$ cat config.mk
export PLATFORM = sky130hd
export DESIGN_NAME = world_map_arbiter
export DESIGN_NICKNAME = d
export VERILOG_FILES = /design/src/rtl/world_map_pkg.sv /design/src/rtl/world_map_rd_tag_pipe.sv /design/src/rtl/world_map_arbiter.sv
export SDC_FILE = /design/constraint.sdc
export NUM_CORES = 1
export LEC_CHECK = 0
export CORE_MARGIN = 2
export CORE_UTILIZATION = 45
export CTS_BUF_LIST = sky130_fd_sc_hd__clkbuf_16
export CTS_CLUSTER_DIAMETER = 150
export DETAILED_ROUTE_END_ITERATION = 7
export HOLD_SLACK_MARGIN = 0.06
export PLACE_DENSITY_LB_ADDON = 0.05
export SLEW_MARGIN = 10
export SYNTH_ARGS = -nofsm -noshare
export SYNTH_HDL_FRONTEND = slang
export SYNTH_SLANG_ARGS = --single-unit
$ cat constraint.sdc
create_clock -name clk -period 1.6 [get_ports clk]
set_clock_uncertainty 0.05 [all_clocks]
set_input_delay 0.16 -clock clk [delete_from_list [all_inputs] [get_ports clk]]
set_output_delay 0.16 -clock clk [all_outputs]
set_load 0.02 [all_outputs]
$ cat src/rtl/world_map_pkg.sv
// Shared constants for the world-map read arbiter: geometry, read latency,
// read-tag encoding and world pixel codes.
package world_map_pkg;

    localparam int ADDR_W = 14;  // {row[6:0], col[6:0]}
    localparam int PIX_W  = 2;
    localparam int RD_LAT = 3;   // issue to vid_valid / bot_ack, in clk

    // Owner of the read travelling down the pipeline
    typedef enum logic [1:0] {
        TAG_NONE = 2'b00,
        TAG_VID  = 2'b01,
        TAG_BOT  = 2'b10
    } rd_tag_e;

    // World pixel codes stored in the map
    localparam logic [1:0] BACKGROUND  = 2'b00;
    localparam logic [1:0] BLACK_LINE  = 2'b01;
    localparam logic [1:0] OBSTRUCTION = 2'b10;
    localparam logic [1:0] RESERVED    = 2'b11;

endpackage

$ cat src/rtl/world_map_rd_tag_pipe.sv
// Two-stage shift register carrying the read owner tag so that it lines up
// with mem_data (one clk after the registered mem_addr).
module world_map_rd_tag_pipe (
    input  logic       clk,
    input  logic       reset_n,
    input  logic [1:0] tag_i,
    output logic [1:0] tag_o
);
    import world_map_pkg::*;

    logic [1:0] tag_s1_q;
    logic [1:0] tag_s2_q;

    // Shift the issue tag through two stages; reset drops any in-flight read
    always_ff @(posedge clk or negedge reset_n) begin
        if (!reset_n) begin
            tag_s1_q <= TAG_NONE;
            tag_s2_q <= TAG_NONE;
        end else begin
            tag_s1_q <= tag_i;
            tag_s2_q <= tag_s1_q;
        end
    end

    assign tag_o = tag_s2_q;

endmodule

$ cat src/rtl/world_map_arbiter.sv
// Shares the world-map read port between the video scan path (absolute
// priority, fixed 3-clk latency) and the bot sensor path (req/ack, idle slots).
// Optional read statistics are built when WORLD_MAP_ARB_STATS_EN is defined.
module world_map_arbiter #(
    parameter int ADDR_W       = world_map_pkg::ADDR_W,
    parameter int PIX_W        = world_map_pkg::PIX_W,
    parameter int STARVE_LIMIT = 64
) (
    input  logic              clk,
    input  logic              reset_n,
    input  logic              vid_req,
    input  logic [ADDR_W-1:0] vid_addr,
    output logic              vid_valid,
    output logic [PIX_W-1:0]  vid_pixel,
    input  logic              bot_req,
    input  logic [ADDR_W-1:0] bot_addr,
    output logic              bot_ack,
    output logic [PIX_W-1:0]  bot_pixel,
    output logic              bot_starve,
`ifdef WORLD_MAP_ARB_STATS_EN
    input  logic              stats_clr,
    output logic [15:0]       vid_rd_cnt,
    output logic [15:0]       bot_rd_cnt,
`endif
    output logic [ADDR_W-1:0] mem_addr,
    input  logic [PIX_W-1:0]  mem_data
);
    import world_map_pkg::*;

    localparam logic [1:0] S_IDLE      = 2'd0;
    localparam logic [1:0] S_WAIT_DATA = 2'd1;
    localparam logic [1:0] S_ACK       = 2'd2;

    localparam logic [6:0] STARVE_LIM7 = 7'(STARVE_LIMIT);

    logic [1:0]        state_q, state_d;
    logic [1:0]        cnt_q, cnt_d;
    logic [6:0]        wait_cnt_q, wait_cnt_d;
    logic              starve_q;
    logic [ADDR_W-1:0] mem_addr_q, mem_addr_d;
    rd_tag_e           tag_issue;
    logic              grant_bot;
    logic [1:0]        tag_s2;
    logic              vid_valid_q, bot_ack_q;
    logic [PIX_W-1:0]  vid_pixel_q, bot_pixel_q;

    // Issue slot: video always wins, bot only when its FSM is idle
    always_comb begin
        grant_bot  = 1'b0;
        tag_issue  = TAG_NONE;
        mem_addr_d = mem_addr_q;
        if (vid_req) begin
            tag_issue  = TAG_VID;
            mem_addr_d = vid_addr;
        end else if (bot_req && (state_q == S_IDLE)) begin
            grant_bot  = 1'b1;
            tag_issue  = TAG_BOT;
            mem_addr_d = bot_addr;
        end
    end

    // Bot FSM: a granted read cannot be preempted; ACK blocks immediate reissue
    always_comb begin
        state_d = state_q;
        cnt_d   = cnt_q;
        case (state_q)
            S_IDLE: begin
                if (grant_bot) begin
                    state_d = S_WAIT_DATA;
                    cnt_d   = 2'd2;
                end
            end
            S_WAIT_DATA: begin
                cnt_d = cnt_q - 2'd1;
                if (cnt_q == 2'd1) state_d = S_ACK;
            end
            S_ACK:   state_d = S_IDLE;
            default: state_d = S_IDLE;
        endcase
    end

    // Consecutive cycles the bot sits idle-but-refused; saturates at 127
    always_comb begin
        wait_cnt_d = wait_cnt_q;
        if (!bot_req || grant_bot) begin
            wait_cnt_d = '0;
        end else if ((state_q == S_IDLE) && (wait_cnt_q != 7'h7F)) begin
            wait_cnt_d = wait_cnt_q + 7'd1;
        end
    end

    // Control state: FSM, starvation monitor and registered memory address
    always_ff @(posedge clk or negedge reset_n) begin
        if (!reset_n) begin
            state_q    <= S_IDLE;
            cnt_q      <= '0;
            wait_cnt_q <= '0;
            starve_q   <= 1'b0;
            mem_addr_q <= '0;
        end else begin
            state_q    <= state_d;
            cnt_q      <= cnt_d;
            wait_cnt_q <= wait_cnt_d;
            starve_q   <= (wait_cnt_d >= STARVE_LIM7);
            mem_addr_q <= mem_addr_d;
        end
    end

    world_map_rd_tag_pipe u_tag_pipe (
        .clk     (clk),
        .reset_n (reset_n),
        .tag_i   (tag_issue),
        .tag_o   (tag_s2)
    );

    // Return stage: capture mem_data for the owner of the read, hold otherwise
    always_ff @(posedge clk or negedge reset_n) begin
        if (!reset_n) begin
            vid_valid_q <= 1'b0;
            vid_pixel_q <= '0;
            bot_ack_q   <= 1'b0;
            bot_pixel_q <= '0;
        end else begin
            vid_valid_q <= (tag_s2 == TAG_VID);
            bot_ack_q   <= (tag_s2 == TAG_BOT);
            if (tag_s2 == TAG_VID) vid_pixel_q <= mem_data;
            if (tag_s2 == TAG_BOT) bot_pixel_q <= mem_data;
        end
    end

    assign vid_valid  = vid_valid_q;
    assign vid_pixel  = vid_pixel_q;
    assign bot_ack    = bot_ack_q;
    assign bot_pixel  = bot_pixel_q;
    assign bot_starve = starve_q;
    assign mem_addr   = mem_addr_q;

`ifdef WORLD_MAP_ARB_STATS_EN
    logic [15:0] vid_rd_cnt_q, bot_rd_cnt_q;

    // Saturating read counters; clear beats increment
    always_ff @(posedge clk or negedge reset_n) begin
        if (!reset_n) begin
            vid_rd_cnt_q <= '0;
            bot_rd_cnt_q <= '0;
        end else if (stats_clr) begin
            vid_rd_cnt_q <= '0;
            bot_rd_cnt_q <= '0;
        end else begin
            if ((tag_issue == TAG_VID) && (vid_rd_cnt_q != 16'hFFFF))
                vid_rd_cnt_q <= vid_rd_cnt_q + 16'd1;
            if ((tag_s2 == TAG_BOT) && (bot_rd_cnt_q != 16'hFFFF))
                bot_rd_cnt_q <= bot_rd_cnt_q + 16'd1;
        end
    end

    assign vid_rd_cnt = vid_rd_cnt_q;
    assign bot_rd_cnt = bot_rd_cnt_q;
`endif

endmodule
Word level (Yosys, flattened, before mapping):

Cells that the tools add are included.

* add/subtract/negate cells: 2
* magnitude comparators: 1
* equality and inequality tests: 7
* muxes and demuxes: 13
* reductions and logical operators: 9

Operator list (number)
* 14-bit two-way mux: 2
* 7-bit two-way mux: 2
* 2-bit two-way mux: 5
* 2-bit one-hot mux with 2 select lines: 2
* 7-bit by 1-bit adder with 7-bit output, second input constant: 1
* 7-bit >= comparator, second input constant: 1
* 7-bit != test, second input constant: 1
* 2-bit by 1-bit == test with 1-bit output, second input constant: 3
* 2-bit != test, second input constant: 2
* 2-bit AND reduction: 2
* 2-bit nonzero test: 2
* 2-bit == test, second input constant: 1
* 1-bit logical AND: 2
* 2-bit zero test: 1
* 1-bit two-way mux: 2
* 2-bit by 1-bit subtractor with 2-bit output, second input constant: 1
* 1-bit zero test: 1
* 1-bit logical OR: 1

* flip-flop bits (word level): 36
* input bits: 34
* word-level logic and storage cells: 43

Longest topological paths before layout:

Gate-level depths: netlist (run 1).

* depth after elaboration: 7
* mapped depth: 5
* gate-level depth less buffers: 4

Cells and area by module:

Synthesis (run 1) repeated with hierarchy kept, for this count alone.

* cells, all modules: 119
* area total of the unflattened synthesis: 1599.0 µm²

Modules (own cells, without submodules)
* world_map_arbiter: instances 1, cells each 115, area an instance 1498.9 µm², sequential area each 775.7 µm²
* world_map_rd_tag_pipe: instances 1, cells each 4, area an instance 100.1 µm², sequential area each 100.1 µm²

Worst setup path after synthesis (run 1):

OpenSTA, ideal clock, no wires.

* path kind: reg-to-reg
* start: reg state_q[1]
* end: reg mem_addr_q[10] (netlist: mem_addr[10])
* library setup time: 0.125 ns
* data arrival time: 1.226 ns
* required time: 1.425 ns
* path slack: 0.199 ns
* stages on the path, launching flop included: 6
* buffers on the path: 2
* cells stage by stage: dfrtp_1 buf_2 nor2_4 a21oi_4 buf_12 mux2_4

* longest elaborated chain between the ends: 3

Ends and longest elaborated chain
* start, declared: RTL line world_map_arbiter.sv:36 `logic [1:0] state_q, state_d;`
* start signal, assigned: RTL line world_map_arbiter.sv:101 `state_q <= state_d;`
* 2-bit zero test: RTL line world_map_arbiter.sv:55 `end else if (bot_req && (state_q == S_IDLE)) begin`
* 1-bit logical AND: RTL line world_map_arbiter.sv:55
* 2-bit nonzero test (no source line)
* end signal, assigned: RTL line world_map_arbiter.sv:105 `mem_addr_q <= mem_addr_d;`
* end, declared: RTL line world_map_arbiter.sv:40 `logic [ADDR_W-1:0] mem_addr_q, mem_addr_d;`

No other way between the ends.
A chain may end at the register's enable or synchronous reset.

Worst setup path after layout (run 1):

* start: reg wait_cnt_q[0]
* end: reg wait_cnt_q[4]

* longest elaborated chain between the ends: 4

Ends and longest elaborated chain
* start, declared: RTL line world_map_arbiter.sv:38 `logic [6:0] wait_cnt_q, wait_cnt_d;`
* start signal, assigned: RTL line world_map_arbiter.sv:103 `wait_cnt_q <= wait_cnt_d;`
* parallel branches: the longest is 2 deep, another holds 7-bit by 1-bit adder with 7-bit output
* 7-bit two-way mux (*): RTL line world_map_arbiter.sv:87 `end else if ((state_q == S_IDLE) && (wait_cnt_q != 7'h7F)) begin`
* 7-bit two-way mux (*): RTL line world_map_arbiter.sv:85 `if (!bot_req || grant_bot) begin`
* net wait_cnt_d[4]: RTL line world_map_arbiter.sv:38

Mark *: on every way through the listed nets, which the timed path passes.

==> impl_results.rst, run 1 <==
.. list-table::
   :header-rows: 1

   * - Metric
     - Value
   * - Number of design-rule violations left by the first detailed-router iteration
     - 41
   * - Hpwl dp
     - 2.521 mm
   * - Number of clock sinks seen by CTS
     - 35
   * - Number of cells upsized or downsized after cts
     - 0
   * - Number of antenna diodes
     - 0
   * - Clock Tree Root
     - sky130_fd_sc_hd__clkbuf_16
   * - Die Y
     - 64.77 um
   * - Result of the run
     - completed
   * - Post-Syn Area per Cell
     - 13.85 sq um
   * - Crit path max fanout
     - 6
   * - Initial core utilization
     - 46.08%
   * - Worst slew margin
     - 70.07%
   * - Number of DRC violations after detailed routing
     - 0
   * - Most frequent standard cell in the layout excluding fill and tap cells
     - sky130_fd_sc_hd__clkdlybuf4s50_1
   * - Die area
     - approximately 0.0042 sq mm
   * - Count of endpoints failing setup in the final report
     - 0
   * - CP endpoint kind
     - register
   * - Crit path setup slack, layout
     - 0.1054 ns
   * - Hold buffer count at CTS
     - 0
   * - Post-synthesis instance area
     - 0.001662 sq mm
   * - Total clock buffers created by CTS
     - 5
   * - Source-to-sink clock delay at the later pin of the worst-skew pair
     - 0.27 ns
   * - Number of detailed-routing iterations run before antenna repair
     - 4
   * - Finished Layout Cells
     - between 200 and 250
   * - Overall via count from detail_route
     - 1190
   * - Average wire per standard cell
     - 14.73 um
   * - Instance count of the mapped netlist
     - 120
   * - Worst-margin pin slew
     - 0.4490 ns
   * - Post-layout net count
     - 220
   * - Worst Setup Start Kind
     - register
   * - CP Class
     - reg2reg
   * - Wire length of the first global-routing pass
     - 5.768 mm
   * - Clock-pin slew reported for the worst setup and hold paths after clock tree synthesis
     - 0.05 ns
   * - Worst hold slack after final layout
     - 0.2539 ns
   * - Final ANT Viol Nets
     - 0
   * - Worst slack at placement
     - -0.03551 ns
   * - Crit-path cells
     - ha_1, and2_1, and4_2, a211oi_1
   * - Total wire length after detailed routing
     - ~3.4 mm
   * - I/O pin cnt
     - 55
   * - Final slew viol count
     - 0
   * - Count of distinct cell types in the synthesized netlist
     - 34
   * - Final setup TNS
     - 0 ns
   * - Total of flip-flops plus latches after synthesis
     - 35
   * - Yosys warns
     - 0
   * - Total number of placement rows
     - 22
   * - CTS tree
     - done
   * - Shortest period the worst path allows
     - 1.495 ns
   * - Post-synthesis to final-layout area growth
     - 46.39%
   * - Maximum frequency from static timing analysis
     - 0.6691 GHz
   * - Req. time, crit path
     - 1.72 ns
   * - Top Usage Layer GRT
     - met2
   * - Buffers added on ports
     - 54
   * - Max rail drop VDD
     - 0.8253 mV
   * - Cell at the slowest stage of the critical path
     - sky130_fd_sc_hd__dfrtp_1
   * - Power density over the cells
     - 1349 mW/mm^2
   * - Post-synth net total
     - 156
   * - Max Buffers Root-to-Sink
     - 2
   * - Worst hold-check path type
     - in2async
   * - Initial antenna violation count
     - 0
   * - Core area
     - 0.003606 sq mm
   * - Global-route total usage across every layer
     - 18.03%
   * - GR Util met1
     - 20.02%
   * - Count of buffers added by post-CTS timing repair for setup
     - 0
   * - Final count of hold timing violations
     - 0
   * - Source of the worst register-to-register timing path
     - wait_cnt_q[0]
   * - Unrepaired setup endpoints after global routing
     - false
   * - Number of global-route vias before repair
     - 1305
   * - Fin crit share
     - 93.41%
   * - Seq/Total Area, Yosys
     - between 50% and 60%
   * - Max cap viols
     - 0
   * - Number of cells after detailed placement
     - 225
   * - Storage cell area
     - 875.8 sq um
   * - Fraction of the core area covered by cells at the end of the flow
     - 67.45%
   * - Start point of the critical path
     - wait_cnt_q[0]
   * - Routed via count divided by cell count
     - 5.107
   * - Maximum number of pins on one net before global-route repair
     - 36
   * - H-tree Lvls
     - 2
   * - Multi-input gate area
     - roughly 730 sq um
   * - Die span in x
     - roughly 65 um
   * - Share of post-route cells with drive strength above 1
     - 28.11%
   * - Crit path DAT
     - around 1.6 ns
   * - Met2 usage in global routing
     - between 30% and 40%
   * - Static Leakage
     - 1.071 nW
   * - Most used cells in the layout excluding fill and tap cells
     - sky130_fd_sc_hd__clkdlybuf4s50_1 (54), sky130_fd_sc_hd__dfrtp_1 (35), sky130_fd_sc_hd__mux2_2 (23), sky130_fd_sc_hd__mux2_4 (10)
   * - Total congestion overflow
     - 0
   * - Total of fill cells in the finished design
     - 292
   * - Global routing met3 resource utilization
     - 5.556%
   * - Largest stage delay on the critical path
     - between 0.4 and 0.5 ns
   * - Placer's final routability congestion estimate
     - 0.7242
## final timing paths
path	cells after the start	slack [ns]	to
max	4	0.11	wait_cnt_q[4]
min	2	0.25	vid_pixel[1]
max reg2reg	4	0.11	wait_cnt_q[4]
min reg2reg	0	0.30	u_tag_pipe.tag_o[0]
max in group asynchronous	2	0.92	bot_starve
min in group clk	0	0.30	u_tag_pipe.tag_o[0]
## per-layer routing
layer  vias up  share of wire, %  wire [um]
met1       586                39       1332
met4         0              0.20          7
met5         -                 0          0
met2        37                55       1877
met3         2               6.2        213
li1        565                 -          -
## critical path: cells and delay by family, from the launching register on
family	cells	cell delay [ns]
AO/OA/AOI/OAI	1	0.23
adder cells (fa/ha/maj)	1	0.26
flip-flops	1	0.43
AND/OR/NAND/NOR	2	0.43
## cell type report
type | instances | area share (%)
Clock buffer | 5 | 5.144
Clock inverter | 3 | 0.4630
Inverter | 4 | 0.6173
Multi-Input combinational cell | 77 | 29.89
Sequential cell | 35 | 36.01
Tap cell | 48 | 2.469
Timing Repair Buffer | 61 | 25.41
## where the power goes
group,internal [mW],switching [mW]
sequential,1.09,0.162
clock,0.558,0.313
combinational,0.653,0.503
total,2.30,0.978
## cells by family (layout without fill, tap and decap cells)
kind of cell / Yosys count / after routing / share of synthesized area [%]
DFF: 35 / 35 / 52.71
AOI/OAI and AO/OA: 17 / 17 / 7.832
and+or+nand+nor: 23 / 23 / 8.585
muxes: 35 / 35 / 25.83
buffers and inverters: 8 / 73 / 3.539
adders and majority gates: 2 / 2 / 1.506
## synth_stat cells
library cell                n  area, sq um
sky130_fd_sc_hd__a21o_1     1        7.510
sky130_fd_sc_hd__mux2_2    23        259.0
sky130_fd_sc_hd__a31oi_1    2        12.51
sky130_fd_sc_hd__o211a_1    1        10.01
sky130_fd_sc_hd__and4_2     2        20.02
sky130_fd_sc_hd__buf_12     1        20.02
sky130_fd_sc_hd__mux2i_1    2        20.02
sky130_fd_sc_hd__o2111a_1   1        11.26
sky130_fd_sc_hd__and4bb_2   1        12.51
sky130_fd_sc_hd__and3_2     1        7.510
sky130_fd_sc_hd__ha_1       2        25.02
sky130_fd_sc_hd__and3_1     2        12.51
sky130_fd_sc_hd__nor2b_1    1        6.260
sky130_fd_sc_hd__o32a_1     1        10.01
sky130_fd_sc_hd__o31ai_1    1        7.510
sky130_fd_sc_hd__nand2_1    5        18.77
sky130_fd_sc_hd__buf_2      1        5.000
sky130_fd_sc_hd__nor2_1     2        7.510
sky130_fd_sc_hd__buf_6      1        11.26
sky130_fd_sc_hd__mux2_4    10        150.1
sky130_fd_sc_hd__nand2b_1   3        18.77
sky130_fd_sc_hd__a21oi_1    5        25.02
sky130_fd_sc_hd__nor3_1     3        15.01
sky130_fd_sc_hd__o31a_2     1        10.01
sky130_fd_sc_hd__nand4_1    1        6.260
sky130_fd_sc_hd__dfrtp_1   35        875.8
sky130_fd_sc_hd__inv_1      4        15.01
sky130_fd_sc_hd__and2_1     1        6.260
sky130_fd_sc_hd__nor2_4     1        11.26
sky130_fd_sc_hd__a211oi_1   1        7.510
sky130_fd_sc_hd__o21ai_0    1        5.000
sky130_fd_sc_hd__o21a_1     1        7.510
sky130_fd_sc_hd__buf_4      1        7.510
sky130_fd_sc_hd__a21oi_4    1        16.27
## metrics by stage
step	total power [mW]	instance area, sq um
floorplan	1.923	1662
global placement	2.376	2296
detailed placement	2.423	2296
CTS	3.319	2432
global route	3.479	2432
finish	3.281	2432
## sequential cells by signal (all words and copies together), names as in the netlist, 2 cells and up
register	flops
mem_addr	14
wait_cnt_q	6
bot_pixel	2
cnt_q	2
state_q	2
u_tag_pipe.tag_o	2
u_tag_pipe.tag_s1_q	2
vid_pixel	2
Note: power is estimated with default switching activity, not from simulation.
==> run 2: changes to the inputs <==
CTS_CLUSTER_SIZE = 40   (was default)
==> results of run 2 <==
The final DEF is identical to that of run 1; final timing and power are the same.
==> run 3: changes to the inputs <==
ABC_CLOCK_PERIOD_IN_PS = 1600   (was default)
==> results of run 3 <==
The final DEF is identical to that of run 1; final timing and power are the same.
